`config.mk`:
```
export PLATFORM = sky130hd
export DESIGN_NAME = framebuffer_arbiter
export DESIGN_NICKNAME = d
export VERILOG_FILES = /design/src/rtl/framebuffer_arbiter.sv
export SDC_FILE = /design/constraint.sdc
export NUM_CORES = 1
export LEC_CHECK = 0
export ABC_AREA = 1
export CORE_AREA = 10 10 119 121
export CTS_BUF_LIST = sky130_fd_sc_hd__clkbuf_16
export CTS_CLUSTER_SIZE = 40
export DETAILED_ROUTE_END_ITERATION = 16
export DIE_AREA = 0 0 129 131
export GPL_ROUTABILITY_DRIVEN = 1
export GPL_TIMING_DRIVEN = 0
export SYNTH_ARGS = -nofsm -noshare
export SYNTH_HDL_FRONTEND = slang
export SYNTH_SLANG_ARGS = --single-unit
export TNS_END_PERCENT = 30
```
`constraint.sdc`:
```
create_clock -name clk -period 3.8 [get_ports clk]
set_input_delay 0.76 -clock clk [delete_from_list [all_inputs] [get_ports clk]]
set_output_delay 0.76 -clock clk [all_outputs]
set_load 0.02 [all_outputs]
```
`src/rtl/framebuffer_arbiter.sv`:
```
// framebuffer_arbiter
//   Two-port arbiter in front of a single-ported 96k x 16 framebuffer.
//   The display (scanout) port normally has priority. The CPU wins a
//   contested cycle once it has lost STARVE_LIMIT contested cycles in a row.
//   One access is granted per cycle. The address, data and write enable are
//   registered one cycle after the grant. Read data comes back two cycles
//   after the grant and is routed to its owner by a tag pipeline.
//
// Ports
//   clk, reset          : single clock, synchronous active-high reset
//   cpu_req/we/addr/wdata -> cpu_ack, cpu_rvalid, cpu_rdata, cpu_err
//   disp_req/addr         -> disp_ack, disp_rvalid, disp_rdata
//   fb_addr/fb_din/fb_we  : registered framebuffer request
//   fb_dout               : framebuffer read data, one cycle after fb_addr
module framebuffer_arbiter #(
  parameter int unsigned STARVE_LIMIT = 4,
  parameter int unsigned ADDR_LIMIT   = 98304
) (
  input  logic        clk,
  input  logic        reset,
  input  logic        cpu_req,
  input  logic        cpu_we,
  input  logic [16:0] cpu_addr,
  input  logic [15:0] cpu_wdata,
  output logic        cpu_ack,
  output logic        cpu_rvalid,
  output logic [15:0] cpu_rdata,
  output logic        cpu_err,
  input  logic        disp_req,
  input  logic [16:0] disp_addr,
  output logic        disp_ack,
  output logic        disp_rvalid,
  output logic [15:0] disp_rdata,
  output logic [16:0] fb_addr,
  output logic [15:0] fb_din,
  output logic        fb_we,
  input  logic [15:0] fb_dout
);

  localparam int          STAGES = 2;
  localparam logic [3:0]  LIMIT  = 4'(STARVE_LIMIT);
  localparam logic [17:0] ALIM   = 18'(ADDR_LIMIT);

  typedef enum logic [1:0] {G_IDLE, G_DISP, G_CPU} gnt_e;

  // rd: a read is in flight; cpu: owner is the CPU; oor: address out of range
  typedef struct packed {
    logic rd;
    logic cpu;
    logic oor;
  } tag_t;

  logic                 cpu_gnt, disp_gnt;
  logic [16:0]          g_addr;
  logic                 g_we, g_oor;
  logic [3:0]           starve_cnt_q, starve_cnt_d;
  gnt_e                 gnt_q, gnt_d;
  logic [16:0]          fb_addr_q, fb_addr_d;
  logic [15:0]          fb_din_q, fb_din_d;
  logic                 fb_we_q, fb_we_d;
  tag_t [STAGES:1]      tag_pipe_q, tag_pipe_d;
  logic [15:0]          cpu_rdata_q, cpu_rdata_d;
  logic [15:0]          disp_rdata_q, disp_rdata_d;
  logic [15:0]          rd_word;
  logic                 cpu_rv, disp_rv;

  // Grant: display first, unless the CPU has been starved long enough.
  always_comb begin
    disp_gnt = 1'b0;
    cpu_gnt  = 1'b0;
    if (!reset) begin
      disp_gnt = disp_req && !(cpu_req && (starve_cnt_q == LIMIT));
      cpu_gnt  = cpu_req && !disp_gnt;
    end
  end

  always_comb begin
    g_addr = cpu_gnt ? cpu_addr : disp_addr;
    g_we   = cpu_gnt && cpu_we;
    g_oor  = ({1'b0, g_addr} >= ALIM);
  end

  always_comb begin
    starve_cnt_d = (cpu_req && disp_gnt) ? starve_cnt_q + 4'd1 : 4'd0;
    gnt_d        = cpu_gnt ? G_CPU : (disp_gnt ? G_DISP : G_IDLE);

    // Framebuffer request stage; out-of-range grants leave the bus idle.
    fb_addr_d = fb_addr_q;
    fb_din_d  = fb_din_q;
    fb_we_d   = 1'b0;
    if ((cpu_gnt || disp_gnt) && !g_oor) begin
      fb_addr_d = g_addr;
      fb_we_d   = g_we;
      if (g_we) fb_din_d = cpu_wdata;
    end

    // The oor bit of stage 1 is set for any grant so it also drives cpu_err.
    tag_pipe_d[1] = '0;
    if (cpu_gnt || disp_gnt) begin
      tag_pipe_d[1].rd  = !g_we;
      tag_pipe_d[1].cpu = cpu_gnt;
      tag_pipe_d[1].oor = g_oor;
    end
    for (int s = 2; s <= STAGES; s++) tag_pipe_d[s] = tag_pipe_q[s-1];
  end

  // fb_dout lines up with the last tag stage; rdata is taken straight from
  // it in that cycle and held in a register otherwise.
  always_comb begin
    rd_word      = tag_pipe_q[STAGES].oor ? 16'h0 : fb_dout;
    cpu_rv       = !reset && tag_pipe_q[STAGES].rd && tag_pipe_q[STAGES].cpu;
    disp_rv      = !reset && tag_pipe_q[STAGES].rd && !tag_pipe_q[STAGES].cpu;
    cpu_rdata_d  = cpu_rv  ? rd_word : cpu_rdata_q;
    disp_rdata_d = disp_rv ? rd_word : disp_rdata_q;
  end

  always_ff @(posedge clk) begin
    if (reset) begin
      starve_cnt_q <= 4'd0;
      gnt_q        <= G_IDLE;
      fb_addr_q    <= '0;
      fb_din_q     <= '0;
      fb_we_q      <= 1'b0;
      tag_pipe_q   <= '0;
      cpu_rdata_q  <= '0;
      disp_rdata_q <= '0;
    end else begin
      starve_cnt_q <= starve_cnt_d;
      gnt_q        <= gnt_d;
      fb_addr_q    <= fb_addr_d;
      fb_din_q     <= fb_din_d;
      fb_we_q      <= fb_we_d;
      tag_pipe_q   <= tag_pipe_d;
      cpu_rdata_q  <= cpu_rdata_d;
      disp_rdata_q <= disp_rdata_d;
    end
  end

  // Registered state only lands at the next edge, so outputs are also
  // forced low combinationally for the whole time reset is high.
  assign cpu_ack     = cpu_gnt;
  assign disp_ack    = disp_gnt;
  assign cpu_err     = !reset && (gnt_q == G_CPU) && tag_pipe_q[1].oor;
  assign cpu_rvalid  = cpu_rv;
  assign disp_rvalid = disp_rv;
  assign cpu_rdata   = reset ? 16'h0 : cpu_rdata_d;
  assign disp_rdata  = reset ? 16'h0 : disp_rdata_d;
  assign fb_addr     = reset ? 17'h0 : fb_addr_q;
  assign fb_din      = reset ? 16'h0 : fb_din_q;
  assign fb_we       = !reset && fb_we_q;

endmodule

```
==> impl_metrics.yaml, run 1 <==
status:
  status: "finished clean"
timing:
  post-route-period-util_pct: 93.5
  tightestPinTransition_ps: 493
  setup_tns_ps: 0
  hold_ws_ps: 401
  fin_crit_ps: 3550
  hold_viol_final: 0
  skew_ps: 6.14
  max_freq_mhz: 281
  setup_viol: 0
  slew_viol_final: 0
  rsz0062_at_grt: "false"
  relSlewSlack_pct: 67.2
power_and_ir_drop:
  p_leak_nw: 2.32
  peakVddDrop_v: 0.000185
  power_density_mw_per_mm2: 371
  power_mw: 1.98
floorplanning:
  fp.dieArea_mm2: 0.0169
  row_count: 40
  core_area_mm2: 0.0118
  start_util_pct: 29.3
  pin_count: 142
  die_x_um: 129
  die_y_um: 131
logic_synthesis:
  synth_cell_types: 26
  synth.ff_latch_count: 78
  synth-compound-area-share_pct: 7.77
  synth_top_family_by_area: "simple AND/OR/NAND/NOR gates"
  syn-instance-count: 505
  synthTopCellsByArea: "dfxtp_1 (45%), nand2_1 (10%), nor2_1 (10%), inv_1 (9.0%), o21ai_0 (5.9%)"
  synth_top_area_share_pct: 45.1
  synthSimpleGateAreaFrac_pct: 32.3
  avgSynthCellArea_um2: 6.86
  synth_top_area_cell: "dfxtp_1"
  synthAdderAreaFrac_pct: 0.723
  ys.warnings.count: 0
  syn_nets: 578
  synthXorXnorAreaFrac_pct: 0.506
  synthMuxAreaShare_pct: 0
  post_synth_instance_area_mm2: 0.00346
  ys_seq_area_share_pct: 45.1
clocking:
  root_buffer: "clkbuf_16"
  cts.sinks: 78
  cts_inserted_buffers: 9
  clkTransAtPathRegs_ps: 60
  htree_levels: 3
  cts_tree: "done"
  cts_max_path_buffers: 2
  clk_latency_ps: 330
finish:
  drive_gt1_share_pct: 7.41
  multiInputGateArea_mm2: 0.00143
  nets: 729
  fill_cells: 1242
  area_growth_pct: 54.2
  regArea_mm2: 0.00156
  final_util_pct: 45.2
  final_cell_area_mm2: 0.00534
  antenna_cells: 0
grt:
  gr-total-overflow: 0
  grt_max_degree: 14
  grt.total_usage_pct: 12.5
  antenna_found_initial: 0
  grt_pass1_wl_mm: 17.0
  grt_pass1_vias: 3412
drt:
  drc: 0
  drt_first_pass_iters: 4
  ant_nets: 0
  vias: 3500
  drt_iter0_markers: 106
  via_per_inst: 4.33
  drt-wirelength-per-cell_um: 13.2
  routed_wirelength_mm: 10.7
place:
  globalplace.congestion: 0.806
  dp.final_hpwl_mm: 8.54
  dpl_cell_area_mm2: 0.00505
  io_buffers: 140
setup_path:
  cp-end-kind: "output port"
  critPathRequiredTime_ps: 3040
  crit_type: "input pin to output port"
  cp_data_arrival_time_ps: 2790
  crit_fanout: 10
  critPathLaunchType: "input pin"
run:
  drv_cap: 0
hold_path:
  min_path_type: "flip-flop to flip-flop"
==> where the power goes <==
part | switching (mW) | leakage, nW | internal, mW
Clock | 0.320 | 0.141 | 0.503
Sequential | 0.0110 | 0.635 | 0.850
Combinational | 0.153 | 1.55 | 0.144
==> layer usage <==
metal | track usage (%) | wire [um] | vias to the layer above | share of wire, %
met4 | 2.41 | 71 | 0 | 0.66
li1 | - | - | 1845 | -
met1 | 14.4 | 4700 | 1541 | 44
met2 | 20.7 | 4860 | 106 | 45
met5 | 0 | 0 | - | 0
met3 | 6.08 | 1070 | 8 | 10
==> area by class of cell <==
type / count / share of cell area, %
inverter: 87 / 6.12
sequential: 78 / 29.3
buffer: 29 / 2.70
tap: 147 / 3.45
timing repair buffer: 140 / 26.3
clock buffer: 9 / 4.22
multi-input combinational: 311 / 26.8
clock inverter: 7 / 1.20
==> path summary, 6_finish.rpt <==
| kind | endpoint | startpoint | cells past startpoint | slack, ps |
|---|---|---|---|---|
| max | cpu_ack | cpu_req | 10 | 250 |
| min | tag_pipe_q[5] | tag_pipe_d[5] | 2 | 400 |
| max reg2reg | fb_din_q[14] | starve_cnt_q[0] | 12 | 1860 |
| min reg2reg | tag_pipe_q[5] | tag_pipe_d[5] | 2 | 400 |
==> worst max-delay path, stage by stage <==
cell	delay, ps
clkdlybuf4s50_1	500
inv_2	80
nor2_2	90
nand2_2	70
nand2_4	110
nand2_4	80
buf_2	190
inv_2	120
buf_4	170
clkdlybuf4s50_1	620
==> synthesized netlist by cell type <==
master,instances
ha_1,2
buf_6,2
dfxtp_1,78
nand3_4,1
nor2_2,2
nor3_1,1
nand2_2,10
nor2_1,92
clkbuf_1,16
a21oi_2,1
o21ai_1,9
nand4_1,16
nand2_4,4
a21oi_1,2
nor2_4,1
clkbuf_4,1
xor2_1,1
xnor2_1,1
inv_1,83
o21ai_0,41
buf_2,6
buf_4,2
buf_1,2
nand2_1,92
nand3_1,35
inv_2,4
==> what timing repair did <==
action / 4_1_cts / 5_1_grt
hold buffers: 0 / 0
setup buffers: 0 / 0
resized for setup: 0 / 2
endpoints found under the setup margin: 0 / 5
==> cell families (layout without fill, tap and decap cells) <==
kind of cell | count (synthesis) | after routing
and+or+nand+nor | 254 | 254
xor gates and xnor gates | 2 | 2
AOI/OAI and AO/OA | 53 | 53
buffers and inverters | 116 | 272
adders and majority gates | 2 | 2
DFF | 78 | 78
==> cells in the final DEF, fill, tap and decap left out, drive strengths merged <==
cell type,n
clkinvlp,1
clkbuf,26
xnor2,1
xor2,1
nor2,95
nor3,1
inv,88
o21ai,50
clkinv,4
ha,2
buf,12
nand4,16
nand2,106
a21oi,3
dfxtp,78
clkdlybuf4s50,140
bufinv,1
nand3,36
==> registers in the layout (all words and copies together), names as in the netlist <==
signal        flops
cpu_rdata_q      16
fb_addr_q        17
disp_rdata_q     16
tag_pipe_d        3
starve_cnt_q      4
gnt_q             2
fb_we_q           1
fb_din_q         16
tag_pipe_q        3
==> metrics by stage <==
stage,worst slack (ps),cells
2_1_floorplan,615,505
3_3_place_gp,130,792
3_5_place_dp,104,792
4_1_cts,81.6,808
5_1_grt,52.6,808
6_report,246,808
No activity file was read; power rests on OpenSTA's default activity.
==> run 2, diff against run 1 <==
Settings changed: CTS_BUF_LIST sky130_fd_sc_hd__clkbuf_16 to unset.
==> impl_metrics.yaml, run 2 (synthesized netlist as in run 1, its figures left out) <==
status:
  status: "finished clean"
grt:
  grt_max_degree: 14
  grt.total_usage_pct: 12.5
  antenna_found_initial: 0
  grt_pass1_wl_mm: 17.0
  gr-total-overflow: 0
  grt_pass1_vias: 3413
finish:
  nets: 729
  antenna_cells: 0
  layout_common_cells: "clkdlybuf4s50_1 (140), nor2_1 (92), nand2_1 (92)"
  largest_reg_flops: 17
  final_common_cell: "clkdlybuf4s50_1"
  drive_gt1_share_pct: 7.72
  area_growth_pct: 54.8
  regMostFlops: "fb_addr_q"
timing:
  relSlewSlack_pct: 66.2
  setup_viol: 0
  hold_viol_final: 0
  tightestPinTransition_ps: 507
  post-route-period-util_pct: 93.6
  max_freq_mhz: 281
  fin_crit_ps: 3560
  slew_viol_final: 0
  setup_tns_ps: 0
  rsz0062_at_grt: "false"
  layout_setup_ws_ps: 244
  skew_ps: 6.77
clocking:
  root_buffer: "clkbuf_16"
  post_cts_resized: 0
  clkTransAtPathRegs_ps: 60
  ctsHoldBuffers: 0
  cts_max_path_buffers: 2
  cts_tree: "done"
  clk_latency_ps: 330
  cts.sinks: 78
  cts_inserted_buffers: 9
  post_cts_buffers: 0
  htree_levels: 3
power_and_ir_drop:
  comb_power_share_pct: 14.7
  netSwitchingFraction_pct: 24.0
  pwr-share-seq_pct: 42.5
  p_int_mw: 1.54
  p_leak_nw: 2.33
  clockPowerShare_pct: 42.8
  power_density_mw_per_mm2: 378
  p_switching_mw: 0.485
  peakVddDrop_v: 0.000194
setup_path:
  ff2ff_setup_slack_ps: 1870
  critPathRequiredTime_ps: 3040
  crit_fanout: 10
  cp_data_arrival_time_ps: 2800
  crit_start: "reset"
  crit_chain: "buf_4 > inv_1 > clkbuf_1 > buf_1 > nand3_1 > o21ai_0 > clkdlybuf4s50_1"
  cp-end-kind: "output port"
  worstReg2RegStart: "starve_cnt_q[0]"
  cpMaxStageDelayCell: "clkdlybuf4s50_1"
  critPathLaunchType: "input pin"
  crit_type: "input pin to output port"
  crit_path_max_incr_delay_ps: 700
drt:
  drt_first_pass_iters: 4
  ant_nets: 0
  routed_wirelength_mm: 10.7
  drt-wirelength-per-cell_um: 13.3
  via_per_inst: 4.36
  drc: 0
  vias: 3519
  drt_iter0_markers: 130
floorplanning:
  die_y_um: 131
  start_util_pct: 29.3
  row_count: 40
  die_x_um: 129
  fp.dieArea_mm2: 0.0169
  pin_count: 142
  core_area_mm2: 0.0118
run:
  drv_cap: 0
hold_path:
  min_path_type: "flip-flop to flip-flop"
  min-delay-start: "tag_pipe_d[5]"
place:
  place_ws_ps: 104
  globalplace.congestion: 0.806
  io_buffers: 140
  dp.final_hpwl_mm: 8.54
[run 2: power by group through the flow]
stage	registers, mW	clock network, mW	logic (mW)
after detailed placement	0.879	0	0.300
after floorplan	0.876	0	0.151
final	0.861	0.865	0.297
after global placement	0.878	0	0.297
after CTS	0.861	0.894	0.302
after global routing	0.864	0.929	0.330
[run 2: worst paths after layout]
path,endpoint,depth (start not counted)
worst min register to register,tag_pipe_q[5],2
worst max register to register,fb_din_q[14],12
worst min-delay path,tag_pipe_q[5],2
worst max-delay path,disp_rdata[5],7
[run 2: per-stage QoR]
stage	cell area [um^2]	hold slack, ps	util, %	instances	total power [mW]
2_1_floorplan	3460	388	-	505	1.03
3_3_place_gp	5050	391	42.7	792	1.18
3_5_place_dp	5050	396	42.7	792	1.18
4_1_cts	5360	404	45.3	808	2.06
5_1_grt	5360	419	45.4	808	2.12
6_report	5360	401	45.4	808	2.02
[run 2: metal layers]
layer,vias up,global-route usage (%),routed length [um]
li1,1843,-,-
met1,1537,14.4,4650
met2,131,20.7,4860
met3,8,6.08,1130
met4,0,2.41,71
met5,-,0,0
[run 2: critical path: cells and delay by family]
family | cells | cell delay [ps]
buffers and inverters | 5 | 1770
AOI/OAI and AO/OA | 1 | 140
and+or+nand+nor | 1 | 130
[run 2: area by class of cell]
cell class / count / area, um^2
clock buffer: 11 / 253
clock inverter: 5 / 56.3
sequential: 78 / 1560
timing repair buffer: 140 / 1400
fill: 1239 / 6450
multi-input combinational: 311 / 1430
tap: 147 / 184
inverter: 87 / 327
buffer: 29 / 144
